--- src/rtl/judge_pkg.sv ---
`default_nettype none
// ============================================================================
// Module   : judge_pkg
// Brief    : Mode codes, direction codes and turn-sequencer state encoding
//            shared by the turn sequencer and the registered judge mux.
// Revision : 1.0 - initial release
// ============================================================================
package judge_pkg;

  // Mode bus codes driven to the datapath and the judge mux
  localparam logic [3:0] MODE_IDLE   = 4'b0000;
  localparam logic [3:0] MODE_MOVE   = 4'b0001;
  localparam logic [3:0] MODE_SPAWN  = 4'b0010;
  localparam logic [3:0] MODE_JUDGE1 = 4'b0011;
  localparam logic [3:0] MODE_JUDGE2 = 4'b0100;
  localparam logic [3:0] MODE_OVER   = 4'b1111;

  // Direction key codes
  localparam logic [1:0] DIR_UP    = 2'b00;
  localparam logic [1:0] DIR_DOWN  = 2'b01;
  localparam logic [1:0] DIR_LEFT  = 2'b10;
  localparam logic [1:0] DIR_RIGHT = 2'b11;

  typedef enum logic [3:0] {
    S_IDLE       = 4'd0,
    S_MOVE       = 4'd1,
    S_WAIT_MOVE  = 4'd2,
    S_J1_SET     = 4'd3,
    S_J1_CAP     = 4'd4,
    S_SPAWN      = 4'd5,
    S_WAIT_SPAWN = 4'd6,
    S_J2_SET     = 4'd7,
    S_J2_CAP     = 4'd8,
    S_OVER       = 4'd9
  } state_t;

  // Mode code is a pure function of the state
  function automatic logic [3:0] mode_of(input state_t s);
    case (s)
      S_MOVE, S_WAIT_MOVE:   mode_of = MODE_MOVE;
      S_J1_SET, S_J1_CAP:    mode_of = MODE_JUDGE1;
      S_SPAWN, S_WAIT_SPAWN: mode_of = MODE_SPAWN;
      S_J2_SET, S_J2_CAP:    mode_of = MODE_JUDGE2;
      S_OVER:                mode_of = MODE_OVER;
      default:               mode_of = MODE_IDLE;
    endcase
  endfunction

endpackage
`default_nettype wire

--- src/rtl/handshake_timer.sv ---
`default_nettype none
// ============================================================================
// Module   : handshake_timer
// Brief    : Clear/enable cycle counter flagging when a wait has lasted
//            TIMEOUT cycles. Shared by both handshake wait states.
// Revision : 1.0 - initial release
// ============================================================================
module handshake_timer #(
  parameter int TIMEOUT = 255
) (
  input  logic clk,
  input  logic rst,
  input  logic i_clr,
  input  logic i_en,
  output logic o_expired
);

  localparam int CW = $clog2(TIMEOUT + 1);

  logic [CW-1:0] r_count;

  // Count wait cycles; parks at TIMEOUT so it can never wrap
  always_ff @(posedge clk) begin
    if (rst || i_clr) begin
      r_count <= '0;
    end else if (i_en && (r_count != CW'(TIMEOUT))) begin
      r_count <= r_count + 1'b1;
    end
  end

  // High during the wait cycle whose closing edge brings the count to TIMEOUT
  assign o_expired = (r_count == CW'(TIMEOUT - 1));

endmodule
`default_nettype wire

--- src/rtl/turn_sequencer.sv ---
`default_nettype none
// ============================================================================
// Module   : turn_sequencer
// Brief    : Per-turn controller for the 2048 datapath: move, judge board
//            change, spawn, judge merge-possible, then idle or game over.
// Revision : 1.0 - initial release
// ============================================================================
module turn_sequencer
  import judge_pkg::*;
#(
  parameter int TIMEOUT = 255
) (
  input  logic        clk,
  input  logic        rst,
  input  logic        key_valid,
  input  logic [1:0]  key_dir,
  output logic        key_ready,
  input  logic        new_game,
  output logic [3:0]  mode,
  output logic [1:0]  dir,
  output logic        move_start,
  input  logic        move_done,
  input  logic [15:0] judge,
  output logic        spawn_req,
  input  logic        spawn_done,
  output logic        no_move,
  output logic        game_over,
  output logic        err,
  output logic [15:0] move_count
);

  state_t r_state;
  state_t w_state_nxt;

  logic        w_key_ready;
  logic        w_accept;
  logic        w_clear;
  logic        w_timer_en;
  logic        w_timeout;
  logic        w_no_move;
  logic        w_count_inc;
  logic        w_expired;

  logic [3:0]  r_mode;
  logic [1:0]  r_dir;
  logic        r_move_start;
  logic        r_spawn_req;
  logic        r_no_move;
  logic        r_game_over;
  logic        r_err;
  logic [15:0] r_move_count;

  // Counter is held clear outside the wait states, so it starts at 0 on entry
  handshake_timer #(
    .TIMEOUT (TIMEOUT)
  ) u_timer (
    .clk       (clk),
    .rst       (rst),
    .i_clr     (~w_timer_en),
    .i_en      (w_timer_en),
    .o_expired (w_expired)
  );

  // State register
  always_ff @(posedge clk) begin
    if (rst) begin
      r_state <= S_IDLE;
    end else begin
      r_state <= w_state_nxt;
    end
  end

  // Next-state and per-state control decode
  always_comb begin
    w_state_nxt = r_state;
    w_key_ready = 1'b0;
    w_accept    = 1'b0;
    w_clear     = 1'b0;
    w_timer_en  = 1'b0;
    w_timeout   = 1'b0;
    w_no_move   = 1'b0;
    w_count_inc = 1'b0;
    case (r_state)
      S_IDLE: begin
        // new_game has priority; a coincident key is dropped, not accepted
        w_key_ready = ~new_game;
        if (new_game) begin
          w_clear = 1'b1;
        end else if (key_valid) begin
          w_accept    = 1'b1;
          w_state_nxt = S_MOVE;
        end
      end
      S_MOVE:   w_state_nxt = S_WAIT_MOVE;
      S_WAIT_MOVE: begin
        w_timer_en = 1'b1;
        // A done on the expiry cycle still wins
        if (move_done) begin
          w_state_nxt = S_J1_SET;
        end else if (w_expired) begin
          w_timeout   = 1'b1;
          w_state_nxt = S_IDLE;
        end
      end
      S_J1_SET: w_state_nxt = S_J1_CAP;
      S_J1_CAP: begin
        if (|judge) begin
          w_state_nxt = S_SPAWN;
        end else begin
          w_no_move   = 1'b1;
          w_state_nxt = S_IDLE;
        end
      end
      S_SPAWN:  w_state_nxt = S_WAIT_SPAWN;
      S_WAIT_SPAWN: begin
        w_timer_en = 1'b1;
        if (spawn_done) begin
          w_state_nxt = S_J2_SET;
        end else if (w_expired) begin
          w_timeout   = 1'b1;
          w_state_nxt = S_IDLE;
        end
      end
      S_J2_SET: w_state_nxt = S_J2_CAP;
      S_J2_CAP: begin
        w_count_inc = 1'b1;
        w_state_nxt = (judge == 16'h0000) ? S_OVER : S_IDLE;
      end
      S_OVER: begin
        if (new_game) begin
          w_clear     = 1'b1;
          w_state_nxt = S_IDLE;
        end
      end
      default:  w_state_nxt = S_IDLE;
    endcase
  end

  // Registered outputs, timed to the state being entered
  always_ff @(posedge clk) begin
    if (rst) begin
      r_mode       <= MODE_IDLE;
      r_dir        <= DIR_UP;
      r_move_start <= 1'b0;
      r_spawn_req  <= 1'b0;
      r_no_move    <= 1'b0;
      r_game_over  <= 1'b0;
      r_err        <= 1'b0;
      r_move_count <= 16'h0000;
    end else begin
      r_mode       <= mode_of(w_state_nxt);
      r_move_start <= (w_state_nxt == S_MOVE);
      r_spawn_req  <= (w_state_nxt == S_SPAWN);
      r_no_move    <= w_no_move;
      r_game_over  <= (w_state_nxt == S_OVER);
      if (w_accept) begin
        r_dir <= key_dir;
      end
      if (w_clear) begin
        r_err <= 1'b0;
      end else if (w_timeout) begin
        r_err <= 1'b1;
      end
      if (w_clear) begin
        r_move_count <= 16'h0000;
      end else if (w_count_inc && (r_move_count != 16'hFFFF)) begin
        r_move_count <= r_move_count + 16'h0001;
      end
    end
  end

  assign key_ready  = w_key_ready;
  assign mode       = r_mode;
  assign dir        = r_dir;
  assign move_start = r_move_start;
  assign spawn_req  = r_spawn_req;
  assign no_move    = r_no_move;
  assign game_over  = r_game_over;
  assign err        = r_err;
  assign move_count = r_move_count;

endmodule
`default_nettype wire
--- config.mk ---
export PLATFORM = sky130hd
export DESIGN_NAME = turn_sequencer
export DESIGN_NICKNAME = d
export VERILOG_FILES = /design/src/rtl/judge_pkg.sv /design/src/rtl/handshake_timer.sv /design/src/rtl/turn_sequencer.sv
export SDC_FILE = /design/constraint.sdc
export NUM_CORES = 1
export LEC_CHECK = 0
export ABC_AREA = 1
export BUFFER_PORTS_ARGS = -buffer_cell sky130_fd_sc_hd__buf_2
export CAP_MARGIN = 40
export CORE_ASPECT_RATIO = 1.4
export CORE_MARGIN = 2
export CORE_UTILIZATION = 40
export DETAILED_ROUTE_END_ITERATION = 16
export PLACE_DENSITY = 0.68
export SYNTH_ARGS = -nofsm -noshare
export SYNTH_HDL_FRONTEND = slang
export SYNTH_SLANG_ARGS = --single-unit
--- constraint.sdc ---
create_clock -name clk -period 3.51 [get_ports clk]
set_clock_uncertainty 0.15 [all_clocks]
set_input_delay 0.1755 -clock clk [delete_from_list [all_inputs] [get_ports clk]]
set_output_delay 0.1755 -clock clk [all_outputs]
set_load 0.02 [all_outputs]
==> results_dict.tcl, run 1 <==
set metrics [dict create \
    grt_usage 0.170 \
    post-route-period-util 0.502 \
    p_seq_frac 0.461 \
    drv_cap 0 \
    critPathKind "reg -> reg" \
    htreeDepth 2 \
    post-cts-setup-buffers 0 \
    core_area_um2 5120 \
    grt_max_degree 18 \
    yosysTopAreaCellShare 0.369 \
    postSynthAreaPerCell_um2 7.12 \
    worst_skew_pair.late_latency_ps 290 \
    crit_path_frequent_cell "nand3_2" \
    drt-vias-per-instance 4.76 \
    hold_viol 0 \
    netlist_top_cells_area "dfxtp_1 (37%), nand2_1 (10%), nor2_1 (8.0%)" \
    cpPeakStageDelay_ps 400 \
    worstPathRequired_ps 3590 \
    syn_nets 324 \
    vias 2008 \
    worst_slew_pin_slew_ps 292 \
    hold_path.class "in -> reg" \
    tritoncts "done" \
    cpMaxStageDelayCell "dfxtp_1" \
    cts_buffer_depth 2 \
    drive_above_1_share 0.289 \
    drc 0 \
    cp_cell_sequence "ha_1 > nand3_2 > nor2_2 > nand3_2 > nand2_4 > inv_2 > nand2_1 > o21bai_1 > a21oi_1" \
    combPwrFrac 0.087 \
    gp_congestion 0.802 \
    setup_viol 0 \
    synth_seq_cells 39 \
    die_h_um 90.1 \
    grt_pass1_vias 2005 \
    area_growth_pct 22.4 \
    final_common_cell "nand2_1" \
    start_util 0.413 \
    wl_mm 4.65 \
    syn_inst 297 \
    final.setup.tns_ps 0 \
    cts.clk_slew.worst_paths_ps 80 \
    relSlewSlack 0.805 \
    end_kind "register" \
    nets 382 \
    numCtsBuffers 5 \
    crit_arrival_ps 1840 \
    synth_area_leader_cell "dfxtp_1" \
    overflow 0 \
    crit_fanout 17 \
    ant_nets 0 \
    grt_pass1_wl_mm 8.09 \
    drt_iter0_drc 63 \
    synth_area_um2 2120 \
    rsz0062_at_grt "false" \
    diodes 0 \
    mostFrequentLayoutCells "nand2_1 (59), buf_2 (51), nor2_1 (45)" \
    cts_sinks 39 \
    first_pass_iters 5 \
    p_clk_frac 0.452 \
    status "finished, final reports clean" \
    rows 31 \
    slew_violations 0 \
    peakVddDrop_mv 0.149 \
    dp.cells 411 \
    final_cells 422 \
    p_sw_mw 0.216 \
    power.internal_mw 0.765 \
    portBuffers 51 \
    synth_cell_types 31 \
    die-area_um2 5900 \
    antenna_found_initial 0 \
    crit_path_start_kind "register" \
    fmax_ghz 0.567 \
    cts-root-buf "clkbuf_8" \
    wl_per_cell_um 11.0 \
    swShare 0.220 \
    die_x_um 65.5 \
    p_per_area_nw_per_um2 379 \
    period_needed_ps 1760 \
    seq_area_frac_synth 0.369 \
    synth_warnings 0 \
    io_pins 52 \
    fillers 517 \
    power_leakage_nw 1.11 \
    post-dp-hpwl_mm 3.72 \
]
-- registers in the layout, indices dropped and copies added (netlist names) --
signal and flops:
game_over 1, dir 2, u_timer.r_count 8, mode 4
no_move 1, err 1, move_start 1, spawn_req 1
move_count 16, r_state 4
-- area by class of cell --
class,count,area (um2),area share
multi-input combinational,213,1150,0.443
sequential,39,781,0.301
timing repair buffer,54,285,0.110
inverter,42,161,0.0623
tap,66,82.6,0.0319
clock buffer,6,72.6,0.0280
clock inverter,2,60.1,0.0232
-- final timing paths --
check | from | endpoint | slack, ps | cells after the start
setup / recovery | move_count[0] | move_count[5] | 1750 | 9
setup reg to reg | move_count[0] | move_count[5] | 1750 | 9
hold reg to reg | err | err | 330 | 2
hold / removal | new_game | move_start | 60 | 4
-- cells in the mapped netlist --
cell type  instances
a211oi_2           1
a21oi_1           20
a21oi_2            2
and3_1             1
buf_6              2
clkbuf_1           1
clkinv_2           1
dfxtp_1           39
ha_1               3
inv_1             32
inv_2              8
inv_4              1
nand2_1           59
nand2_2            7
nand2_4            5
nand3_1           15
nand3_2            4
nand3b_1           1
nand4_1            4
nor2_1            45
nor2_2             8
nor2_4             5
nor3_1             5
nor3_2             2
nor4_1             1
o21ai_0           10
o21ai_2            1
o21bai_1           2
o31ai_1            1
xnor2_1            5
xor2_1             6
-- metrics by stage --
stage	setup slack, ps	area, um2	util	hold slack [ps]	total power [mW]
floorplan	1810	2120	-	169	0.520
global placement	1820	2430	0.474	276	0.545
detailed placement	1770	2430	0.474	285	0.546
CTS	1750	2590	0.506	50.4	0.992
global route	1560	2590	0.506	63.5	1.03
finish	1750	2590	0.506	62.4	0.982
-- cell families after synthesis --
family / after synthesis / share of synthesized area
XOR/XNOR: 11 / 0.0455
buffers and inverters: 45 / 0.0887
AND/OR/NAND/NOR: 162 / 0.379
AO/OA/AOI/OAI: 37 / 0.0999
flip-flops: 39 / 0.369
adder cells (fa/ha/maj): 3 / 0.0177
-- metal layers --
layer | global-route usage | vias up | part of all wire
li1 | - | 1053 | -
met1 | 0.180 | 899 | 0.41
met2 | 0.320 | 47 | 0.53
met3 | 0.0313 | 9 | 0.038
met4 | 0.0677 | 0 | 0.019
met5 | 0 | - | 0
-- power by group through the flow --
| stage | registers [mW] | clock network (mW) | logic [mW] |
|---|---|---|---|
| 2_1_floorplan | 0.467 | 0 | 0.0524 |
| 3_3_place_gp | 0.463 | 0 | 0.0821 |
| 3_5_place_dp | 0.463 | 0 | 0.0837 |
| 4_1_cts | 0.452 | 0.454 | 0.0865 |
| 5_1_grt | 0.453 | 0.476 | 0.0966 |
| 6_report | 0.452 | 0.444 | 0.0855 |
-- critical path, delay by kind of cell, from the launching register on --
family          cells  cell delay [ps]
simple gates        5              640
flops               1              400
fa+ha+maj           1              230
compound gates      2              170
buf+inv             1              110
-- timing repair --
item | in CTS | in global routing
endpoints found under the hold margin | 3 | 0
hold buffers | 3 | 0
endpoints found under the setup margin | 0 | 0
resized for setup | 0 | 0
Note: power is estimated with default switching activity, not from simulation.
==> run 2: changes to the inputs <==
==> constraint.sdc (replaced) <==
create_clock -name clk -period 1.64 [get_ports clk]
set_clock_uncertainty 0.15 [all_clocks]
set_input_delay 0.082 -clock clk [delete_from_list [all_inputs] [get_ports clk]]
set_output_delay 0.082 -clock clk [all_outputs]
set_load 0.02 [all_outputs]
==> results_dict.tcl, run 2 (synthesis gave the netlist of run 1 again) <==
set metrics [dict create \
    worst_skew_pair.late_latency_ps 290 \
    diodes 0 \
    gp_congestion 0.801 \
    final_util 0.547 \
    fmax_ghz 0.647 \
    drt_iter0_drc 74 \
    final_cells 443 \
    dp.cells 425 \
    ant_nets 0 \
    io_pins 52 \
    portBuffers 51 \
    worst_slew_pin_slew_ps 284 \
    grt_max_degree 12 \
    nets 403 \
    post-route-period-util 0.943 \
    core_area_um2 5120 \
    grt_pass1_wl_mm 8.46 \
    worstPathRequired_ps 1670 \
    hold_path.class "in -> reg" \
    p_per_area_nw_per_um2 639 \
    power_leakage_nw 1.20 \
    crit_path_start_kind "register" \
    grt_pass1_vias 2043 \
    largest_reg_flops 16 \
    final_common_cell "nand2_1" \
    tritoncts "done" \
    die-area_um2 5900 \
    critPathKind "reg -> reg" \
    cts-root-buf "clkbuf_8" \
    wl_mm 4.98 \
    area_growth_pct 32.3 \
    status "finished, final reports clean" \
    mostFrequentLayoutCells "nand2_1 (56), buf_2 (51), nor2_1 (42)" \
    relSlewSlack 0.810 \
    slew_violations 0 \
    die_h_um 90.1 \
    vias 2132 \
    drc 0 \
    crit_arrival_ps 1580 \
    total_power_mw 1.79 \
    drive_above_1_share 0.390 \
    crit_fanout 4 \
    antenna_found_initial 0 \
    drv_cap 0 \
    fillers 515 \
    whs_ps 19.6 \
    cts.clk_slew.worst_paths_ps 70 \
    grt_usage 0.177 \
    cts_buffer_depth 2 \
    setup_viol 0 \
    wl_per_cell_um 11.2 \
    rows 31 \
    placed_cell_area_um2 2530 \
    peakVddDrop_mv 0.400 \
    first_pass_iters 4 \
    rsz0062_at_grt "true" \
    end_kind "register" \
    htreeDepth 2 \
    die_x_um 65.5 \
    post-dp-hpwl_mm 3.82 \
    cts_sinks 39 \
    drt-vias-per-instance 4.81 \
    hold_viol 0 \
    start_util 0.413 \
    numCtsBuffers 5 \
    overflow 0 \
    period_needed_ps 1550 \
    final_area_um2 2800 \
]
==> run 2: worst paths after layout <==
path                      startpoint                 end  slack [ps]  cells after the start
setup / recovery  u_timer.r_count[0]  u_timer.r_count[7]          90                     10
hold / removal             judge[14]             no_move          20                      6
setup reg to reg  u_timer.r_count[0]  u_timer.r_count[7]          90                     10
hold reg to reg        move_count[6]       move_count[6]         340                      1
==> run 2: cell type report <==
class                   count  area, um2  share of cell area
flip-flops and latches     39        797               0.285
well taps                  66       82.6              0.0295
inverters                  42        164              0.0585
clock inverters             1       5.00             0.00179
repair buffers             74        440               0.157
clock buffers               7       76.3              0.0273
multi-input cells         214       1230               0.441
==> run 2: power by group <==
group | switching (mW) | leakage (nW) | internal (mW)
registers | 0.00955 | 0.321 | 0.959
clock network | 0.324 | 0.0422 | 0.299
logic | 0.117 | 0.836 | 0.0813
==> run 2: repair_timing <==
item,CTS,global route
endpoints found under the hold margin,12,0
hold buffers,5,0
resized for setup,1,34
pin swaps,1,5
buffers inserted,3,1
endpoints found under the setup margin,2,24
gates cloned,0,1
==> run 2: per-stage QoR <==
step | setup TNS [ps] | setup slack (ps)
after floorplan | 0 | 45.7
after global placement | 0 | 50.9
after detailed placement | 0 | 8.69
after CTS | 0 | 12.1
after global routing | -115 | -40.8
final | 0 | 93.4
==> run 2: critical path, cell delays in order, from the launching register on <==
cell	delay, ps
dfxtp_2	340
ha_2	190
inv_2	70
nor2_4	40
nand2_2	90
nand2_4	70
nor2_4	100
nand3_2	90
nor2_2	100
xor2_1	140
nor2_1	50
==> run 2: per-layer routing <==
layer  share of wire  track usage  vias to the layer above
met1            0.41        0.190                      982
met4           0.022       0.0642                        0
met3           0.033       0.0388                       12
met2            0.53        0.328                       42
li1                -            -                     1096
met5               0            0                        -
